`src/rtl/megaman_buster.sv`:
```
// Mega Man buster: three-slot shot pool advanced once per frame tick, with
// edge-triggered firing, cooldown and a combinational pixel hit test.

module megaman_buster_slot #(
  parameter int SHOT_SPEED = 6,
  parameter int SHOT_W     = 8,
  parameter int SHOT_H     = 4
) (
  input  logic       Clk,
  input  logic       RESET,
  input  logic       tick,
  input  logic       spawn,
  input  logic [9:0] spawn_x,
  input  logic [9:0] spawn_y,
  input  logic       spawn_dir,
  input  logic [9:0] draw_x,
  input  logic [9:0] draw_y,
  output logic       active,
  output logic       hit
);
  localparam logic [10:0] SPEED = 11'(SHOT_SPEED);
  localparam logic [10:0] W     = 11'(SHOT_W);
  localparam logic [10:0] H     = 11'(SHOT_H);

  logic [9:0]  x, y;
  logic        dir;
  logic [10:0] x_ext, y_ext, dx, dy;
  logic        right_out, left_out;

  // 11-bit math so edge tests never wrap
  assign x_ext     = {1'b0, x};
  assign y_ext     = {1'b0, y};
  assign dx        = {1'b0, draw_x};
  assign dy        = {1'b0, draw_y};
  assign right_out = (x_ext + SPEED + W) > 11'd639;
  assign left_out  = x_ext < SPEED;

  assign hit = active && (dx >= x_ext) && (dx <= x_ext + W - 11'd1)
                      && (dy >= y_ext) && (dy <= y_ext + H - 11'd1);

  always_ff @(posedge Clk) begin
    if (RESET) begin
      active <= 1'b0;
      x      <= '0;
      y      <= '0;
      dir    <= 1'b0;
    end else if (tick) begin
      if (spawn) begin
        active <= 1'b1;
        x      <= spawn_x;
        y      <= spawn_y;
        dir    <= spawn_dir;
      end else if (active) begin
        if (dir) begin
          if (right_out) active <= 1'b0;
          else           x      <= x + SPEED[9:0];
        end else begin
          if (left_out)  active <= 1'b0;
          else           x      <= x - SPEED[9:0];
        end
      end
    end
  end
endmodule

module megaman_buster #(
  parameter int SHOT_SPEED = 6,
  parameter int COOLDOWN   = 8,
  parameter int SHOT_W     = 8,
  parameter int SHOT_H     = 4
) (
  input  logic       Clk,
  input  logic       RESET,
  input  logic       frame_clk,
  input  logic       x_shoot_key,
  input  logic [9:0] Megaman_x_position,
  input  logic [9:0] Megaman_y_position,
  input  logic       last_horizontal,
  input  logic [9:0] DrawX,
  input  logic [9:0] DrawY,
  output logic       is_shot,
  output logic [2:0] shot_active,
  output logic       shot_fire
);
  localparam int NUM_SLOTS = 3;
  localparam int CW        = $clog2(COOLDOWN + 2);

  logic                 frame_clk_delayed, tick, key_prev;
  logic [CW-1:0]        cooldown;
  logic [NUM_SLOTS-1:0] active, hit, free, sel;
  logic                 fire_req, spawn;
  logic [9:0]           spawn_x, spawn_y;

  // Allocation looks only at pre-tick flags, so a slot freed this tick waits
  assign free     = ~active;
  assign sel      = free & (~free + 3'd1);
  assign fire_req = x_shoot_key & ~key_prev;
  assign spawn    = tick & fire_req & (cooldown == '0) & (|free);

  assign spawn_y = Megaman_y_position + 10'd26;
  assign spawn_x = last_horizontal ? Megaman_x_position + 10'd60 :
                   (Megaman_x_position < 10'd8) ? 10'd0 : Megaman_x_position - 10'd8;

  always_ff @(posedge Clk) begin
    if (RESET) begin
      frame_clk_delayed <= 1'b0;
      tick              <= 1'b0;
      key_prev          <= 1'b0;
      cooldown          <= '0;
      shot_fire         <= 1'b0;
    end else begin
      frame_clk_delayed <= frame_clk;
      tick              <= frame_clk & ~frame_clk_delayed;
      shot_fire         <= spawn;
      if (tick) begin
        key_prev <= x_shoot_key;
        if (spawn)                 cooldown <= CW'(COOLDOWN);
        else if (cooldown != '0)   cooldown <= cooldown - 1'b1;
      end
    end
  end

  for (genvar i = 0; i < NUM_SLOTS; i++) begin : g_slot
    megaman_buster_slot #(
      .SHOT_SPEED(SHOT_SPEED), .SHOT_W(SHOT_W), .SHOT_H(SHOT_H)
    ) u_slot (
      .Clk      (Clk),
      .RESET    (RESET),
      .tick     (tick),
      .spawn    (spawn & sel[i]),
      .spawn_x  (spawn_x),
      .spawn_y  (spawn_y),
      .spawn_dir(last_horizontal),
      .draw_x   (DrawX),
      .draw_y   (DrawY),
      .active   (active[i]),
      .hit      (hit[i])
    );
  end

  assign is_shot     = |hit;
  assign shot_active = active;
endmodule

```
`config.mk`:
```
export PLATFORM = sky130hd
export DESIGN_NAME = megaman_buster
export DESIGN_NICKNAME = d
export VERILOG_FILES = /design/src/rtl/megaman_buster.sv
export SDC_FILE = /design/constraint.sdc
export NUM_CORES = 1
export LEC_CHECK = 0
export CAP_MARGIN = 20
export CORE_MARGIN = 2
export CORE_UTILIZATION = 62
export DETAILED_ROUTE_END_ITERATION = 8
export GPL_TIMING_DRIVEN = 1
export PLACE_DENSITY = 0.82
export SLEW_MARGIN = 5
export SYNTH_ARGS = -nofsm -noshare
export SYNTH_HDL_FRONTEND = slang
export SYNTH_HIERARCHICAL = 1
export SYNTH_SLANG_ARGS = --single-unit
export TNS_END_PERCENT = 100
```
`constraint.sdc`:
```
create_clock -name Clk -period 3.6 [get_ports Clk]
set_input_delay 0.36 -clock Clk [delete_from_list [all_inputs] [get_ports Clk]]
set_output_delay 0.36 -clock Clk [all_outputs]
set_load 0.02 [all_outputs]
```
Word level (Yosys, flattened, before mapping)
Cells that the tools add are included.

operators by class
  $add $sub $neg = 29
  order comparisons = 19
  equality and inequality tests = 6
  multiplexer cells = 34
  bitwise logic cells = 13
  reductions and logical operators = 27

operators by type and width
  kind                                                                                count
  10-bit 2-to-1 mux                                                                   17
  10-bit by 3-bit adder with 11-bit output (second input constant)                    6
  10-bit by 11-bit less-or-equal comparator with 1-bit output                         6
  11-bit by 1-bit subtractor with 11-bit output (second input constant)               6
  10-bit >= comparator                                                                6
  10-bit by 4-bit adder with 11-bit output (second input constant)                    3
  11-bit by 4-bit adder with 11-bit output (second input constant)                    3
  11-bit by 10-bit greater-than comparator with 1-bit output (second input constant)  3
  10-bit by 3-bit adder with 10-bit output (second input constant)                    3
  10-bit by 3-bit < comparator with 1-bit output (second input constant)              3
  10-bit by 3-bit subtractor with 10-bit output (second input constant)               3
  1-bit 2-to-1 mux                                                                    15
  1-bit logical AND                                                                   12
  4-bit AND reduction                                                                 3
  10-bit by 5-bit adder with 10-bit output (second input constant)                    1
  10-bit by 6-bit adder with 10-bit output (second input constant)                    1
  10-bit by 4-bit < comparator with 1-bit output (second input constant)              1
  10-bit by 4-bit subtractor with 10-bit output (second input constant)               1
  3-bit by 1-bit inequality test with 1-bit output (second input constant)            3
  3-bit by 2-bit inequality test with 1-bit output (second input constant)            3
  1-bit AND                                                                           8
  4-bit 2-to-1 mux                                                                    2
  2-bit AND reduction                                                                 4
  2-bit nonzero test                                                                  4
  other kinds (8)                                                                     11

storage, ports and cells
  bits in registers = 74
  input port bits = 45
  output and inout bits = 5
  logic and storage cells = 145

Logic depth before layout (Yosys ltp)
  depth in word-level cells = 8
  gate-level depth with buffers = 16
  mapped depth without buffers = 15

Modules after synthesis
Netlist, hierarchy kept.

modules (own cells, without submodules)
  module                                   instances  cells an instance  area an instance (um^2)  sequential area each (um^2)
  megaman_buster_slot at g_slot[1].u_slot  1          337                2685.1                   440.4
  megaman_buster_slot at g_slot[0].u_slot  1          330                2580.0                   440.4
  megaman_buster_slot at g_slot[2].u_slot  1          336                2573.7                   440.4
  megaman_buster                           1          111                844.6                    160.2

Worst setup path after synthesis
OpenSTA, ideal clock, no wires.

  kind = register -> output
  start point = register g_slot[0].u_slot.x[1]
  end point = output is_shot
  arrival time = 2.965 ns
  required time = 3.240 ns
  path slack = 0.275 ns
  cell stages (with the launch flop) = 15
  buffers on the path = 0
  path through = dfxtp_1 > inv_1 > ha_1 > a21o_1 > or3_1 > xnor2_1 > ha_1 > nand2_1 > a21oi_1 > o21ai_0 > a21oi_1 > a2111oi_0 > nor4_1 > nor4_1 > or3_1

between the ends
  cells in the longest elaborated chain, start to end = 7
  elaborated cells between the ends (all ways) = 9
  classes of those cells = add/sub: 2; order compare: 2; reduce/logical: 5

ends and longest elaborated chain
  what                                                         line  source
  start, declared                                              25    logic [9:0] x, y;
  start signal, assigned                                       50    x <= spawn_x;
  start signal, assigned                                       56    else x <= x + SPEED[9:0];
  start signal, assigned                                       59    else x <= x - SPEED[9:0];
  10-bit by 4-bit adder with 11-bit output                     38    assign hit = active && (dx >= x_ext) && (dx <= x_ext + W - 11'd1)
  11-bit by 1-bit subtractor with 11-bit output                38
  10-bit by 11-bit less-or-equal comparator with 1-bit output  38
  1-bit logical AND (*)                                        38
  1-bit logical AND (*) (2 in a row)                           39    && (dy >= y_ext) && (dy <= y_ext + H - 11'd1);
  named net hit[0]                                             90    logic [NUM_SLOTS-1:0] active, hit, free, sel;
  3-bit OR reduction (*)                                       141   assign is_shot = |hit;
  end, declared                                                81    output logic is_shot,

The timed path passes the listed nets; every way through them passes the cells marked *.

Worst setup path in the final report
Same ends and word-level chain as after synthesis.

==> impl_metrics.tcl <==
set metrics [dict create \
    status "finished with violations" \
    violations "negative setup slack" \
    ys_seq_area_share_pct 17.1 \
    final_max_slew_viol_count 0 \
    core_um2 13800 \
    pwr-share-seq_pct 37.4 \
    io_pins 50 \
    die_area_um2 15000 \
    hold_class "reg2reg" \
    p_leak_nw 3.85 \
    critPathKind "reg2out" \
    grt_max_degree 46 \
    startpoint "g_slot[0].u_slot/x[1]$_SDFFE_PP0P_" \
    synth_nets 1301 \
    rsz0062_at_grt "true" \
    clockPowerShare_pct 41.6 \
    drtIter0Drc 793 \
    synth.distinct_cells 100 \
    clk_latency_ns 0.34 \
    worstPathArrival_ns 3.27 \
    p_comb_share_pct 21.0 \
    drc 0 \
    setup_viol 1 \
    p_sw_mw 0.629 \
    die_y_um 122 \
    maxSlewHeadroom_pct 25.9 \
    antenna_found_initial 0 \
    finalCriticalPeriod_ns 3.63 \
    clock.fmax_ghz 0.275 \
    ys_warn_count 6 \
    drtAntennaViolNets 0 \
    grtUsageTotal_pct 34.3 \
    detail_route.wirelength_mm 25.4 \
    grt_pass1_vias 8466 \
    gp_congestion 0.966 \
    cts_sinks 74 \
    cp.required_ns 3.24 \
    io_buffers 49 \
    power_density_nw_per_um2 213 \
    avgSynthCellArea_um2 7.79 \
    ir_drop_mv 0.341 \
    initial_core_util_pct 63.0 \
    n_antenna_cell 0 \
    r2r_start "cooldown[0]$_SDFFE_PP0P_" \
    syn_area_um2 8680 \
    switching_share_pct 28.4 \
    async_reset_ff_share_pct 0 \
    cts_buffers 9 \
    p_int_mw 1.59 \
    dp.final_hpwl_mm 19.8 \
    critPathLaunchType "flop" \
    cts_tree "built" \
    grt_overflow 0 \
    synth_flop_cell "dfxtp_1" \
    rows 43 \
    place_ws_ns -0.471 \
    cp_max_fo 2 \
    endpoint_kind "primary output" \
    final_nets 1428 \
    ys_seq_elements 74 \
    hold_viol 0 \
    worst_slack_ns -0.0337 \
    die-width_um 122 \
    fill_cells 1071 \
    synth_edf_count 0 \
    wire_per_inst_um 17.8 \
    cts_max_path_buffers 2 \
    hold_start "frame_clk_delayed$_SDFF_PP0_" \
    drv_cap 0 \
    synthCells 1114 \
    cts_hold_buf 0 \
    grt_pass1_wl_mm 40.9 \
    drive_gt1_share_pct 16.9 \
    clock_skew_ns 0.00625 \
    tns_ns -0.0337 \
    clk_pin_slew_ns 0.06 \
    firstDrtPassIters 5 \
    cts_root_buffer "clkbuf_16" \
    worst_pin_slew_ns 1.10 \
    area.growth.synth_to_final_pct 19.6 \
    vias 8946 \
    htree_levels 3 \
    vias_per_cell 6.28 \
    period_share_pct 101 \
]
-- flip-flops by register name, summed over array words and instances, names as in the netlist --
register	flops
g_slot.u_slot/x	30
tick	1
key_prev	1
g_slot.u_slot/active	3
cooldown	4
shot_fire	1
g_slot.u_slot/dir	3
frame_clk_delayed	1
g_slot.u_slot/y	30
-- metrics by stage --
step                total power [mW]  utilization, %  instance area (um2)  instances  hold WS [ns]
global placement                1.27            72.1                 9930       1407         0.371
finish                          2.22            75.4                10400       1425         0.383
global route                    2.29            75.4                10400       1425         0.391
detailed placement              1.28            72.1                 9930       1407         0.379
floorplan                       1.09               -                 8680       1114         0.367
CTS                             2.21            74.9                10300       1425         0.387
-- repair_timing --
action,4_1_cts,5_1_grt
gates cloned,0,0
setup endpoints to repair,1,1
setup buffers,3,0
hold endpoints to repair,0,0
gates resized for setup,22,16
pin swaps,10,11
-- layout by cell type, fill, tap and decap left out, types with 11 or more instances in the layout --
cell type and count:
o21a_1 19, clkdlybuf4s50_1 47, a21oi_1 79, o21ai_0 34, nand3_1 33, buf_4 111, ha_1 140, a21o_1 13
a31oi_1 12, xnor2_1 63, nand2b_1 11, o211ai_1 14, dfxtp_1 71, nor2b_1 14, inv_1 79, a211oi_1 18
nand4_1 22, nor3_1 27, nand2_1 151, nor2_1 56
-- worst max-delay path, cell delays in order (launching register included) --
cell	delay (ns)
dfxtp_2	0.33
inv_2	0.05
ha_4	0.15
a21o_1	0.18
or3_4	0.39
xnor2_2	0.15
ha_1	0.32
nand2_2	0.08
a21oi_2	0.13
o21ai_2	0.08
a21oi_2	0.15
a2111oi_4	0.06
nor4_4	0.23
nor4_2	0.11
or3_4	0.39
buf_6	0.14
-- cell families after synthesis --
kind of cell	share of synthesized area (%)
buf+inv	6.86
simple gates	23.2
xor+xnor	7.16
mux	1.34
compound gates	23.9
fa+ha+maj	20.5
flops	17.1
-- power by group through the flow --
stage	registers, mW	clock network [mW]	logic (mW)
after floorplan	0.848	0	0.239
after global placement	0.847	0	0.425
after detailed placement	0.847	0	0.437
after CTS	0.829	0.930	0.451
after global routing	0.829	0.958	0.507
final	0.829	0.921	0.465
-- synth_stat cells, types with 18 or more instances --
| library cell | n | share of area [%] |
|---|---|---|
| nand2_1 | 152 | 6.6 |
| ha_1 | 142 | 20 |
| a21oi_1 | 82 | 4.7 |
| inv_1 | 82 | 3.5 |
| dfxtp_1 | 74 | 17 |
| xnor2_1 | 64 | 6.5 |
| nor2_1 | 58 | 2.5 |
| o21ai_0 | 35 | 2.0 |
| nand3_1 | 33 | 1.9 |
| nor3_1 | 29 | 1.7 |
| nand4_1 | 22 | 1.6 |
| clkbuf_1 | 21 | 0.91 |
| o21a_1 | 19 | 1.6 |
| a211oi_1 | 18 | 1.6 |
-- per-layer routing --
| layer | global-route usage, % | share of wire (%) | vias up |
|---|---|---|---|
| li1 | - | - | 4321 |
| met1 | 45.1 | 43 | 4201 |
| met2 | 57.0 | 47 | 352 |
| met3 | 4.69 | 7.6 | 72 |
| met4 | 12.7 | 3.2 | 0 |
| met5 | 0 | 0 | - |
-- worst paths after layout --
check,endpoint,slack [ns],depth (start not counted)
worst max-delay path,is_shot,-0.03,15
worst max register to register,g_slot[2].u_slot/x[7]$_SDFFE_PP0P_,0.69,10
worst min register to register,tick$_SDFF_PP0_,0.38,1
worst min-delay path,tick$_SDFF_PP0_,0.38,1
-- cell type report --
cell class	count	area, um2	share of cell area (%)
inverters	84	315	3.04
clock inverters	4	52.6	0.506
multi-input cells	911	6730	64.8
flip-flops and latches	74	1490	14.3
well taps	180	225	2.17
repair buffers	161	1330	12.8
clock buffers	11	243	2.34
No activity file was read; power rests on OpenSTA's default activity.
